## config.mk

```make
export PLATFORM = sky130hd
export DESIGN_NAME = alarm_ctrl
export DESIGN_NICKNAME = d
export VERILOG_FILES = /design/src/rtl/clock_pkg.sv /design/src/rtl/wrap_inc.sv /design/src/rtl/alarm_ctrl.sv
export SDC_FILE = /design/constraint.sdc
export NUM_CORES = 1
export LEC_CHECK = 0
export BUFFER_PORTS_ARGS = -buffer_cell sky130_fd_sc_hd__clkbuf_2
export CAP_MARGIN = 20
export CORE_MARGIN = 3
export CORE_UTILIZATION = 60
export DETAILED_ROUTE_END_ITERATION = 6
export GPL_ROUTABILITY_DRIVEN = 0
export MAX_ROUTING_LAYER = met4
export PLACE_DENSITY = 0.86
export SYNTH_ARGS = -nofsm -noshare
export SYNTH_HDL_FRONTEND = slang
export SYNTH_SLANG_ARGS = --single-unit
```

## constraint.sdc

```tcl
create_clock -name clk -period 3 [get_ports clk]
set_clock_uncertainty 0.1 [all_clocks]
set_input_delay 0.15 -clock clk [delete_from_list [all_inputs] [get_ports clk]]
set_output_delay 0.15 -clock clk [all_outputs]
set_load 0.01 [all_outputs]
```

## src/rtl/clock_pkg.sv

```systemverilog
// Shared types and constants for the clock core: FSM states, time limits
// and the set_mode output encoding.
package clock_pkg;

    typedef enum logic [2:0] {
        IDLE   = 3'd0,
        SET_H  = 3'd1,
        SET_M  = 3'd2,
        RING   = 3'd3,
        SNOOZE = 3'd4
    } state_t;

    localparam int HOUR_MAX    = 23;
    localparam int MIN_MAX     = 59;
    localparam int SEC_PER_MIN = 60;

    localparam logic [1:0] SM_NONE = 2'd0;
    localparam logic [1:0] SM_HOUR = 2'd1;
    localparam logic [1:0] SM_MIN  = 2'd2;

    function automatic logic [1:0] mode_of(input state_t s);
        case (s)
            SET_H:   mode_of = SM_HOUR;
            SET_M:   mode_of = SM_MIN;
            default: mode_of = SM_NONE;
        endcase
    endfunction

endpackage

```

## src/rtl/wrap_inc.sv

```systemverilog
// Modulo incrementer: value+1 when enabled, wrapping MAX back to 0.
module wrap_inc #(
    parameter int WIDTH = 5,
    parameter int MAX   = 23
) (
    input  logic [WIDTH-1:0] value,
    input  logic             en,
    output logic [WIDTH-1:0] value_nxt
);

    localparam logic [WIDTH-1:0] TOP = WIDTH'(MAX);

    always_comb begin
        value_nxt = value;
        if (en) begin
            value_nxt = (value == TOP) ? '0 : value + 1'b1;
        end
    end

endmodule

```

## src/rtl/alarm_ctrl.sv

```systemverilog
// Alarm controller: alarm time entry, arm state, match detection and the
// ring / snooze / auto-timeout sequence.
//
//   state  | meaning
//   IDLE   | waiting; trigger starts ringing, btn_set enters hour entry
//   SET_H  | btn_up advances alarm hour
//   SET_M  | btn_up advances alarm minute
//   RING   | buzzer on, counting ring seconds toward timeout
//   SNOOZE | buzzer off, snooze seconds counting down to re-ring
module alarm_ctrl
    import clock_pkg::*;
#(
    parameter int SNOOZE_MIN     = 5,
    parameter int RING_TIMEOUT_S = 60,
    parameter int MAX_SNOOZE     = 3
) (
    input  logic       clk,
    input  logic       rst_n,
    input  logic       tick_1hz,
    input  logic [4:0] hour,
    input  logic [5:0] minute,
    input  logic       btn_set,
    input  logic       btn_up,
    input  logic       btn_arm,
    input  logic       btn_snooze,
    output logic [4:0] alarm_hour,
    output logic [5:0] alarm_min,
    output logic       armed,
    output logic       ringing,
    output logic       snoozing,
    output logic [1:0] set_mode
);

    localparam int RS_W = $clog2(RING_TIMEOUT_S + 1);
    localparam int SS_W = $clog2(SNOOZE_MIN * SEC_PER_MIN + 1);
    localparam int SC_W = (MAX_SNOOZE > 0) ? $clog2(MAX_SNOOZE + 1) : 1;

    localparam logic [RS_W-1:0] RING_LAST   = RS_W'(RING_TIMEOUT_S - 1);
    localparam logic [SS_W-1:0] SNOOZE_LOAD = SS_W'(SNOOZE_MIN * SEC_PER_MIN);
    localparam logic [SS_W-1:0] SNOOZE_TC   = SS_W'(1);
    localparam logic [SC_W-1:0] SC_MAX      = SC_W'(MAX_SNOOZE);

    state_t          state, state_nxt;
    logic            armed_nxt;
    logic            match, match_q, trigger;
    logic [4:0]      hour_nxt;
    logic [5:0]      min_nxt;
    logic [RS_W-1:0] ring_sec, ring_sec_nxt;
    logic [SS_W-1:0] snooze_sec, snooze_sec_nxt;
    logic [SC_W-1:0] snooze_cnt, snooze_cnt_nxt;

    assign match   = armed && (hour == alarm_hour) && (minute == alarm_min);
    assign trigger = match && !match_q;

    wrap_inc #(.WIDTH(5), .MAX(HOUR_MAX)) u_hour_inc (
        .value     (alarm_hour),
        .en        ((state == SET_H) && btn_up),
        .value_nxt (hour_nxt)
    );

    wrap_inc #(.WIDTH(6), .MAX(MIN_MAX)) u_min_inc (
        .value     (alarm_min),
        .en        ((state == SET_M) && btn_up),
        .value_nxt (min_nxt)
    );

    always_comb begin
        state_nxt      = state;
        armed_nxt      = armed;
        ring_sec_nxt   = ring_sec;
        snooze_sec_nxt = snooze_sec;
        snooze_cnt_nxt = snooze_cnt;
        case (state)
            IDLE: begin
                if (btn_arm) armed_nxt = !armed;
                if (trigger) begin
                    state_nxt      = RING;
                    ring_sec_nxt   = '0;
                    snooze_cnt_nxt = '0;
                end else if (btn_set) begin
                    state_nxt = SET_H;
                end
            end
            SET_H: begin
                if (btn_arm) armed_nxt = !armed;
                if (btn_set) state_nxt = SET_M;
            end
            SET_M: begin
                if (btn_arm) armed_nxt = !armed;
                if (btn_set) state_nxt = IDLE;
            end
            RING: begin
                if (tick_1hz) ring_sec_nxt = ring_sec + 1'b1;
                if (btn_arm) begin
                    armed_nxt = 1'b0;
                    state_nxt = IDLE;
                end else if (btn_snooze && (snooze_cnt < SC_MAX)) begin
                    snooze_cnt_nxt = snooze_cnt + 1'b1;
                    snooze_sec_nxt = SNOOZE_LOAD;
                    state_nxt      = SNOOZE;
                end else if (tick_1hz && (ring_sec == RING_LAST)) begin
                    state_nxt = IDLE;
                end
            end
            SNOOZE: begin
                if (btn_arm) begin
                    armed_nxt = 1'b0;
                    state_nxt = IDLE;
                end else if (tick_1hz) begin
                    if (snooze_sec == SNOOZE_TC) begin
                        state_nxt    = RING;
                        ring_sec_nxt = '0;
                    end else begin
                        snooze_sec_nxt = snooze_sec - 1'b1;
                    end
                end
            end
            default: state_nxt = IDLE;
        endcase
    end

    // Outputs are decoded from the next state so they change with the state.
    always_ff @(posedge clk or negedge rst_n) begin
        if (!rst_n) begin
            state      <= IDLE;
            armed      <= 1'b0;
            alarm_hour <= '0;
            alarm_min  <= '0;
            ring_sec   <= '0;
            snooze_sec <= '0;
            snooze_cnt <= '0;
            match_q    <= 1'b0;
            ringing    <= 1'b0;
            snoozing   <= 1'b0;
            set_mode   <= SM_NONE;
        end else begin
            state      <= state_nxt;
            armed      <= armed_nxt;
            alarm_hour <= hour_nxt;
            alarm_min  <= min_nxt;
            ring_sec   <= ring_sec_nxt;
            snooze_sec <= snooze_sec_nxt;
            snooze_cnt <= snooze_cnt_nxt;
            match_q    <= match;
            ringing    <= (state_nxt == RING);
            snoozing   <= (state_nxt == SNOOZE);
            set_mode   <= mode_of(state_nxt);
        end
    end

endmodule

```

Word level (Yosys, flattened, before mapping)
Cells that the tools add are included.
Widths: inputs -> output; s select.

word-level totals
  output and inout port bits = 16
  input bits = 18
  word-level logic and storage cells = 94
  register bits = 37

cells by class
  add/subtract/negate cells = 5
  reductions and logical operators = 20
  muxes and demuxes = 33
  eq/ne operators = 24
  magnitude comparators = 1

operators with widths
  operator             number
  $mux 9               5
  $mux 6               6
  $mux 3               10
  $pmux 6 s3           1
  $pmux 9 s2           1
  $ne 2x2->1 const B   8
  $pmux 3 s5           1
  $add 6x1->6 const B  2
  $eq 3x2->1 const B   4
  $eq 6x6->1 const B   2
  $reduce_and 6->1     2
  $eq 9x1->1 const B   1
  $sub 9x1->9 const B  1
  $pmux 2 s2           2
  $logic_and 1x1->1    7
  $eq 3x1->1 const B   2
  $eq 3x3->1 const B   2
  $eq 6x6->1           1
  $mux 2               3
  $reduce_bool 2->1    3
  $add 5x1->5 const B  1
  $eq 5x5->1           1
  $eq 5x5->1 const B   1
  $mux 5               1
  12 further kinds     15

Longest topological paths before layout
Gate-level depths: netlist (run 1).

  word-level depth = 8
  gate-level depth with buffers = 8
  mapped depth without buffers = 7

Hierarchy
A second synthesis (run 1) with hierarchy kept.

second synthesis, totals
  cell total of the unflattened synthesis = 199
  area total of the unflattened synthesis = 2042.0 um^2

by module, submodules not included
  module                 area each (um^2)  sequential area each (um^2)  times used  cells an instance
  alarm_ctrl             1766.7            925.9                        1           160
  wrap_inc (u_min_inc)   166.4             0.0                          1           25
  wrap_inc (u_hour_inc)  108.9             0.0                          1           14

Worst setup path before layout (run 1)
No wires, ideal clock.

  kind = register -> register
  from = register snooze_sec[5]
  to = register ring_sec[0]
  required time = 2775 ps
  data arrival time = 1817 ps
  library setup time = 125 ps
  slack = 958 ps
  stages on the path, launching flop included = 6
  buffers on the path = 0
  clock period less this slack = 2042 ps
  cell sequence = dfrtp_1 or4_4 nor4_4 a31o_4 o21ai_4 mux2_4

on the way
  word-level cells in the longest chain between the ends = 3

ends and longest elaborated chain
  what                               line               text
  from (decl)                        alarm_ctrl.sv:49   logic [SS_W-1:0] snooze_sec, snooze_sec_nxt;
  from (signal assigned)             alarm_ctrl.sv:142  snooze_sec <= snooze_sec_nxt;
  $eq 9x1->1                         alarm_ctrl.sv:110  if (snooze_sec == SNOOZE_TC) begin
  $ne 2x2->1 (no source line)        n/a
  $reduce_and 6->1 (no source line)  n/a
  to (signal assigned)               alarm_ctrl.sv:141  ring_sec <= ring_sec_nxt;
  to (decl)                          alarm_ctrl.sv:48   logic [RS_W-1:0] ring_sec, ring_sec_nxt;

No other way between the ends.
A chain may end at the register's enable or synchronous reset.

Final worst setup path (run 1)
  from = register state[2]
  to = register snooze_sec[7]

on the way
  word-level cells in the longest chain between the ends = 3
  elaborated cells between the ends (all ways) = 10
  those cells by class = eq/ne: 7; mux: 1; reduce/logical: 2

ends and longest elaborated chain
  what                                                              line               text
  from (decl)                                                       alarm_ctrl.sv:43   state_t state, state_nxt;
  from (signal assigned)                                            alarm_ctrl.sv:137  state <= state_nxt;
  $eq 3x3->1 or $eq 3x2->1 (tied branches)                          alarm_ctrl.sv:73   case (state)
  $ne 2x2->1 (no source line) or $reduce_bool 2->1 (tied branches)  n/a
  $reduce_and 6->1 (no source line)                                 n/a

Several ways; a longest one is shown, not always the timed one.

==> results of run 1 <==
## worst max-delay path by stage
stage | to | slack [ns] | cells after the start
after floorplan | ring_sec[0] | 0.96 | 5
final | snooze_sec[7] | 0.56 | 5
after global routing | snooze_sec[7] | 0.40 | 5
after detailed placement | snooze_sec[7] | 0.63 | 5
after CTS | snooze_sec[7] | 0.61 | 5
after global placement | snooze_sec[6] | 0.75 | 5
## worst max-delay path, delay by kind of cell (launching register included)
family / cells / cell delay (ns)
and+or+nand+nor: 3 / 1.11
AOI/OAI and AO/OA: 2 / 0.58
DFF: 1 / 0.51
## stage by stage
stage	util, %	cells	setup WS (ns)
floorplan	-	218	0.958
global placement	68.7	290	0.747
detailed placement	68.7	290	0.634
CTS	71.1	299	0.612
global route	71.1	299	0.397
finish	71.1	299	0.564
## synthesized netlist by cell type (3+ instances only)
| library cell | instances |
|---|---|
| ha_1 | 6 |
| nor2_1 | 14 |
| nand2_1 | 19 |
| o21ai_0 | 7 |
| nor4_1 | 3 |
| o21ai_1 | 5 |
| and4_1 | 3 |
| nand2b_1 | 7 |
| a21oi_1 | 7 |
| nand3_1 | 9 |
| o2bb2ai_1 | 3 |
| nor3_1 | 6 |
| nand4_1 | 8 |
| nor2b_1 | 3 |
| inv_1 | 8 |
| clkbuf_1 | 7 |
| a31oi_1 | 3 |
| dfrtp_1 | 37 |
| xnor2_1 | 14 |
| or3_1 | 4 |
## layer usage
layer  global-route usage, %  vias up  share of wire (%)
li1                        -      871                  -
met1                    30.4      808                 47
met2                    34.9       29                 48
met5                       -        -                  0
met4                    9.07        0                1.2
met3                    6.67        4                3.3
## state kept, by name (all words and copies together) (netlist names)
signal and cells:
ringing 1, set_mode 2, snoozing 1, ring_sec 6
alarm_hour 5, alarm_min 6, armed 1, match_q 1
snooze_sec 9, snooze_cnt 2, state 3
## power by group
part           total [uW]  switching [uW]  internal [uW]
Clock                 295             159            136
Combinational         764             406            357
Sequential            887             230            657
Total                1950             795           1150
## layout make-up
type / instances / area [um^2] / share of cell area [%]
multi-input cells: 165 / 1140 / 47.4
clock inverters: 1 / 5.00 / 0.208
well taps: 46 / 57.6 / 2.39
repair buffers: 35 / 183 / 7.58
inverters: 8 / 30.0 / 1.25
flip-flops and latches: 37 / 926 / 38.4
clock buffers: 7 / 65.1 / 2.70
## timing repair
| action | in CTS | in global routing |
|---|---|---|
| endpoints found under the setup margin | 0 | 0 |
| endpoints found under the hold margin | 37 | 0 |
| hold buffers | 1 | 0 |
## cells by family after synthesis
family | synth area share [%]
simple gates | 27.4
xor+xnor | 6.15
buf+inv | 3.16
fa+ha+maj | 3.51
flops | 43.4
compound gates | 15.2
mux | 1.23
==> impl_metrics.py, run 1 <==
metrics = {
    "die": {
        "dieArea_mm2": 0.00431,
        "die_h_um": 65.7,
        "die_x_um": 65.7,
        "initial_utilization_pct": 63.0,
        "pin_count": 34,
        "core_mm2": 0.00339,
        "fp-row-count": 21,
    },
    "detailed_routing": {
        "drt_iter0_drc": 141,
        "num_vias": 1712,
        "post_drt_wl_per_cell_um": 14.5,
        "ant_nets": 0,
        "via_per_inst": 5.73,
        "totalWireLength_um": 4350,
        "drc": 0,
        "drt_pre_antenna_iters": 4,
    },
    "timing": {
        "relSlewSlack_pct": 41.8,
        "setup_viol": 0,
        "timing.fmax_mhz": 410,
        "rsz0062_at_grt": "false",
        "finalMaxSlewViolations": 0,
        "whs_ns": 0.0221,
        "fin_crit_ns": 2.44,
        "hold_violations": 0,
        "tightest_slew_ns": 0.873,
        "layout_worst_path_cycle_share_pct": 81.2,
        "fin_tns_setup_ns": 0,
    },
    "worst_setup_path": {
        "crit_path_start_kind": "flip-flop",
        "rr_worst_depth": 5,
        "crit_start": "state[2]",
        "regToRegEndpoint": "snooze_sec[7]",
        "critPathMaxStageDelay_ns": 0.62,
        "r2r_start": "state[2]",
        "path_max_fanout": 13,
        "cpMaxStageDelayCell": "or3_1",
        "end_kind": "flip-flop",
        "crit_required_ns": 3.11,
        "path_cells": "nand3b_1 > or3_1 > o21a_2 > o311ai_0 > nand2_1",
        "worstSetupPathType": "flip-flop to flip-flop",
        "ff2ff_setup_slack_ns": 0.56,
        "arrival_ns": 2.55,
    },
    "grt": {
        "grt_pass1_wl_um": 7360,
        "antenna_found_initial": 0,
        "grt_remaining_overflow": 0,
        "grt_pass1_vias": 1586,
        "grt.total_usage_pct": 23.5,
        "grt_max_degree": 38,
    },
    "logic_synthesis": {
        "async_flop_share_pct": 100,
        "ys_seq_elements": 37,
        "syn_avg_cell_area_um2": 9.80,
        "synth_area_leaders": "dfrtp_1 43%, xnor2_1 5.7%, ha_1 3.5%",
        "synth_ff_type": "dfrtp_1",
        "synth-edff-count": 0,
        "yosys.cell_types.count": 57,
        "syn_inst": 218,
        "syn_area_mm2": 0.00214,
        "yosysSeqAreaShare_pct": 43.4,
        "ys_warn_count": 0,
        "netlist.area_leader.share_pct": 43.4,
        "yosysTopAreaCell": "dfrtp_1",
        "syn_nets": 242,
    },
    "clock_tree": {
        "clkTransAtPathRegs_ns": 0.10,
        "post_cts_buffers": 0,
        "clock_path_buffers": 2,
        "clock-sinks": 37,
        "cts_resized": 0,
        "clock-root-buffer": "clkbuf_4",
        "worstSkewPairLatency_ns": 0.35,
        "cts_max_level": 2,
        "cts_made_buffers": 5,
        "cts_tree": "built",
    },
    "flow_run": {
        "cap_violations": 0,
    },
    "worst_hold_path": {
        "hold_path_class": "input port to flip-flop",
        "hold_end": "set_mode[1]",
        "hold_depth": 3,
        "hold_path_startpoint": "btn_set",
    },
    "pwr": {
        "p_per_area_mw_per_mm2": 808,
        "p_leak_uw": 0.00108,
        "peakVddDrop_mv": 0.541,
        "total_power_uw": 1950,
    },
    "run_status": {
        "outcome": "completed",
    },
    "placed_design": {
        "portBuffers": 33,
        "dpl_cell_area_mm2": 0.00233,
        "dp_hpwl_um": 3120,
    },
    "finish": {
        "final_cell_mix": "37 x dfrtp_1, 33 x clkbuf_2, 19 x nand2_1",
        "nNetsFinal": 276,
        "final_common_cell": "dfrtp_1",
        "area_growth_syn_to_layout_pct": 12.8,
        "drive_above_1_share_pct": 22.9,
        "n_fill_cell": 241,
        "num_antenna_cells": 0,
        "design_area_mm2": 0.00241,
    },
}
No activity file was read; power rests on OpenSTA's default activity.
==> run 2, diff against run 1 <==
--- a/config.mk
+++ b/config.mk
@@ -8,11 +8,11 @@
 export BUFFER_PORTS_ARGS = -buffer_cell sky130_fd_sc_hd__clkbuf_2
 export CAP_MARGIN = 20
 export CORE_MARGIN = 3
-export CORE_UTILIZATION = 60
+export CORE_UTILIZATION = 56
 export DETAILED_ROUTE_END_ITERATION = 6
 export GPL_ROUTABILITY_DRIVEN = 0
 export MAX_ROUTING_LAYER = met4
-export PLACE_DENSITY = 0.86
+export PLACE_DENSITY = 0.81
 export SYNTH_ARGS = -nofsm -noshare
 export SYNTH_HDL_FRONTEND = slang
 export SYNTH_SLANG_ARGS = --single-unit
==> constraint.sdc (replaced) <==
create_clock -name clk -period 2.55 [get_ports clk]
set_clock_uncertainty 0.1 [all_clocks]
set_input_delay 0.1275 -clock clk [delete_from_list [all_inputs] [get_ports clk]]
set_output_delay 0.1275 -clock clk [all_outputs]
set_load 0.01 [all_outputs]
==> run 2 against run 1 <==
Effect of this change: wire length decreased by 2.0%; largest power group unchanged; clock-buffer cell count unchanged; largest cell class unchanged; via count increased by 2.7%; register-to-register slack got worse by 0.19 ns; sequential share of layout area decreased by 0.95 points; final area increased by 2.5%; clock power increased by 51%; sequential cell count unchanged; core utilization decreased by 0.38 points; cell count increased by 1.3%; total power increased by 23%; hold slack improved by 0.038 ns.
==> impl_metrics.py, run 2 (synthesis results as in run 1) <==
metrics = {
    "flow_run": {
        "cap_violations": 0,
    },
    "finish": {
        "final_cell_mix": "37 x dfrtp_1, 33 x clkbuf_2, 19 x nand2_1",
        "top_regs": "snooze_sec x9, alarm_min x6, ring_sec x6",
        "utilization_pct": 70.7,
        "largest-register": "snooze_sec",
        "num_antenna_cells": 0,
        "n_fill_cell": 272,
        "nNetsFinal": 280,
        "largest_reg_flops": 9,
        "drive_above_1_share_pct": 24.1,
        "stdcell_count": 303,
        "area_growth_syn_to_layout_pct": 15.6,
        "final_common_cell": "dfrtp_1",
    },
    "die": {
        "fp-row-count": 21,
        "initial_utilization_pct": 61.1,
        "pin_count": 34,
        "die_x_um": 67.8,
        "dieArea_mm2": 0.00459,
        "core_mm2": 0.00349,
        "die_h_um": 67.8,
    },
    "timing": {
        "layout_worst_path_cycle_share_pct": 85.4,
        "timing.fmax_mhz": 459,
        "relSlewSlack_pct": 42.0,
        "rsz0062_at_grt": "false",
        "tightest_slew_ns": 0.869,
        "finalMaxSlewViolations": 0,
        "fin_tns_setup_ns": 0,
        "hold_violations": 0,
        "setup_viol": 0,
        "fin_crit_ns": 2.18,
    },
    "clock_tree": {
        "clock-sinks": 37,
        "cts_max_level": 2,
        "clock-root-buffer": "clkbuf_8",
        "cts_made_buffers": 5,
        "cts_tree": "built",
        "worstSkewPairLatency_ns": 0.30,
        "clock_path_buffers": 2,
        "clkTransAtPathRegs_ns": 0.07,
        "post_cts_buffers": 0,
    },
    "worst_setup_path": {
        "r2r_start": "snooze_sec[5]",
        "worstSetupPathType": "flip-flop to flip-flop",
        "worstPathBufferInverterCount": 0,
        "crit_required_ns": 2.63,
        "critPathMaxStageDelay_ns": 0.57,
        "crit_path_start_kind": "flip-flop",
        "end_kind": "flip-flop",
        "regToRegEndpoint": "ring_sec[0]",
        "rr_worst_depth": 5,
        "arrival_ns": 2.26,
        "cp_top_family": "simple AND/OR/NAND/NOR gates",
        "path_cells": "or4_4 > nor4_4 > a31o_4 > o21ai_4 > mux2_4",
        "cpMaxStageDelayCell": "or4_4",
        "ff2ff_setup_slack_ns": 0.37,
        "path_max_fanout": 7,
    },
    "grt": {
        "grt.total_usage_pct": 22.0,
        "grt_max_degree": 38,
        "antenna_found_initial": 0,
        "grt_remaining_overflow": 0,
        "grt_pass1_wl_um": 7350,
        "grt_pass1_vias": 1614,
    },
    "detailed_routing": {
        "num_vias": 1758,
        "via_per_inst": 5.80,
        "totalWireLength_um": 4260,
        "drt_pre_antenna_iters": 4,
        "drt_iter0_drc": 102,
        "post_drt_wl_per_cell_um": 14.1,
        "ant_nets": 0,
        "drc": 0,
    },
    "pwr": {
        "p_leak_uw": 0.00111,
        "peakVddDrop_mv": 0.664,
        "p_per_area_mw_per_mm2": 972,
    },
    "worst_hold_path": {
        "hold_depth": 3,
        "hold_end": "set_mode[1]",
        "hold_path_startpoint": "btn_set",
        "hold_path_class": "input port to flip-flop",
    },
    "placed_design": {
        "dp_hpwl_um": 3160,
        "placed_cells": 294,
        "portBuffers": 33,
    },
    "run_status": {
        "outcome": "completed",
    },
}
## run 2: changes by cell type in the layout (fill, tap and decap cells not counted), sizes merged
cell  before  now
buf        1    5
## run 2: how the worst max path moves through the flow
stage | from | endpoint | slack, ns | cells past startpoint
CTS | snooze_sec[5] | ring_sec[0] | 0.36 | 5
finish | snooze_sec[5] | ring_sec[0] | 0.37 | 5
global placement | snooze_sec[4] | ring_sec[0] | 0.44 | 5
floorplan | snooze_sec[5] | ring_sec[0] | 0.51 | 5
global route | snooze_sec[4] | snooze_sec[8] | 0.26 | 5
detailed placement | snooze_sec[5] | ring_sec[0] | 0.41 | 5
## run 2: power breakdown
group	total, uW	switching [uW]	internal, uW
combinational	930	495	435
clock	446	202	244
sequential	1030	250	775
## run 2: metal layers
layer  wire length (um)  track usage (%)  vias up
met3                184             6.99        5
met4                 39             6.33        0
met2               1980             32.4       26
met5                  0                -        -
met1               2060             29.1      851
li1                   -                -      876
## run 2: worst reg2reg max path, cell delays in order (launching register included)
cell and delay, ns:
dfrtp_1 0.42, or4_4 0.57, nor4_4 0.36, a31o_4 0.26, o21ai_4 0.09, mux2_4 0.27
## run 2: stage by stage
step	instance area [um^2]	setup slack (ns)	total power (uW)	hold slack, ns
2_1_floorplan	2140	0.508	1670	-0.268
3_5_place_dp	2360	0.408	1950	0.193
4_1_cts	2470	0.364	2410	0.0518
5_1_grt	2470	0.258	2600	0.0577
6_report	2470	0.371	2400	0.0600
3_3_place_gp	2360	0.438	1930	0.185
## run 2: cell type report
cell class | instances | area, um^2 | area share [%]
clock inverter | 1 | 5.00 | 0.203
multi-input combinational | 165 | 1140 | 46.3
inverter | 8 | 30.0 | 1.22
tap | 46 | 57.6 | 2.33
clock buffer | 7 | 96.3 | 3.90
timing repair buffer | 39 | 213 | 8.61
sequential | 37 | 926 | 37.5
## run 2: what timing repair did
action | CTS | global route
hold buffers | 1 | 0
hold endpoints to repair | 37 | 0
resized for setup | 0 | 0
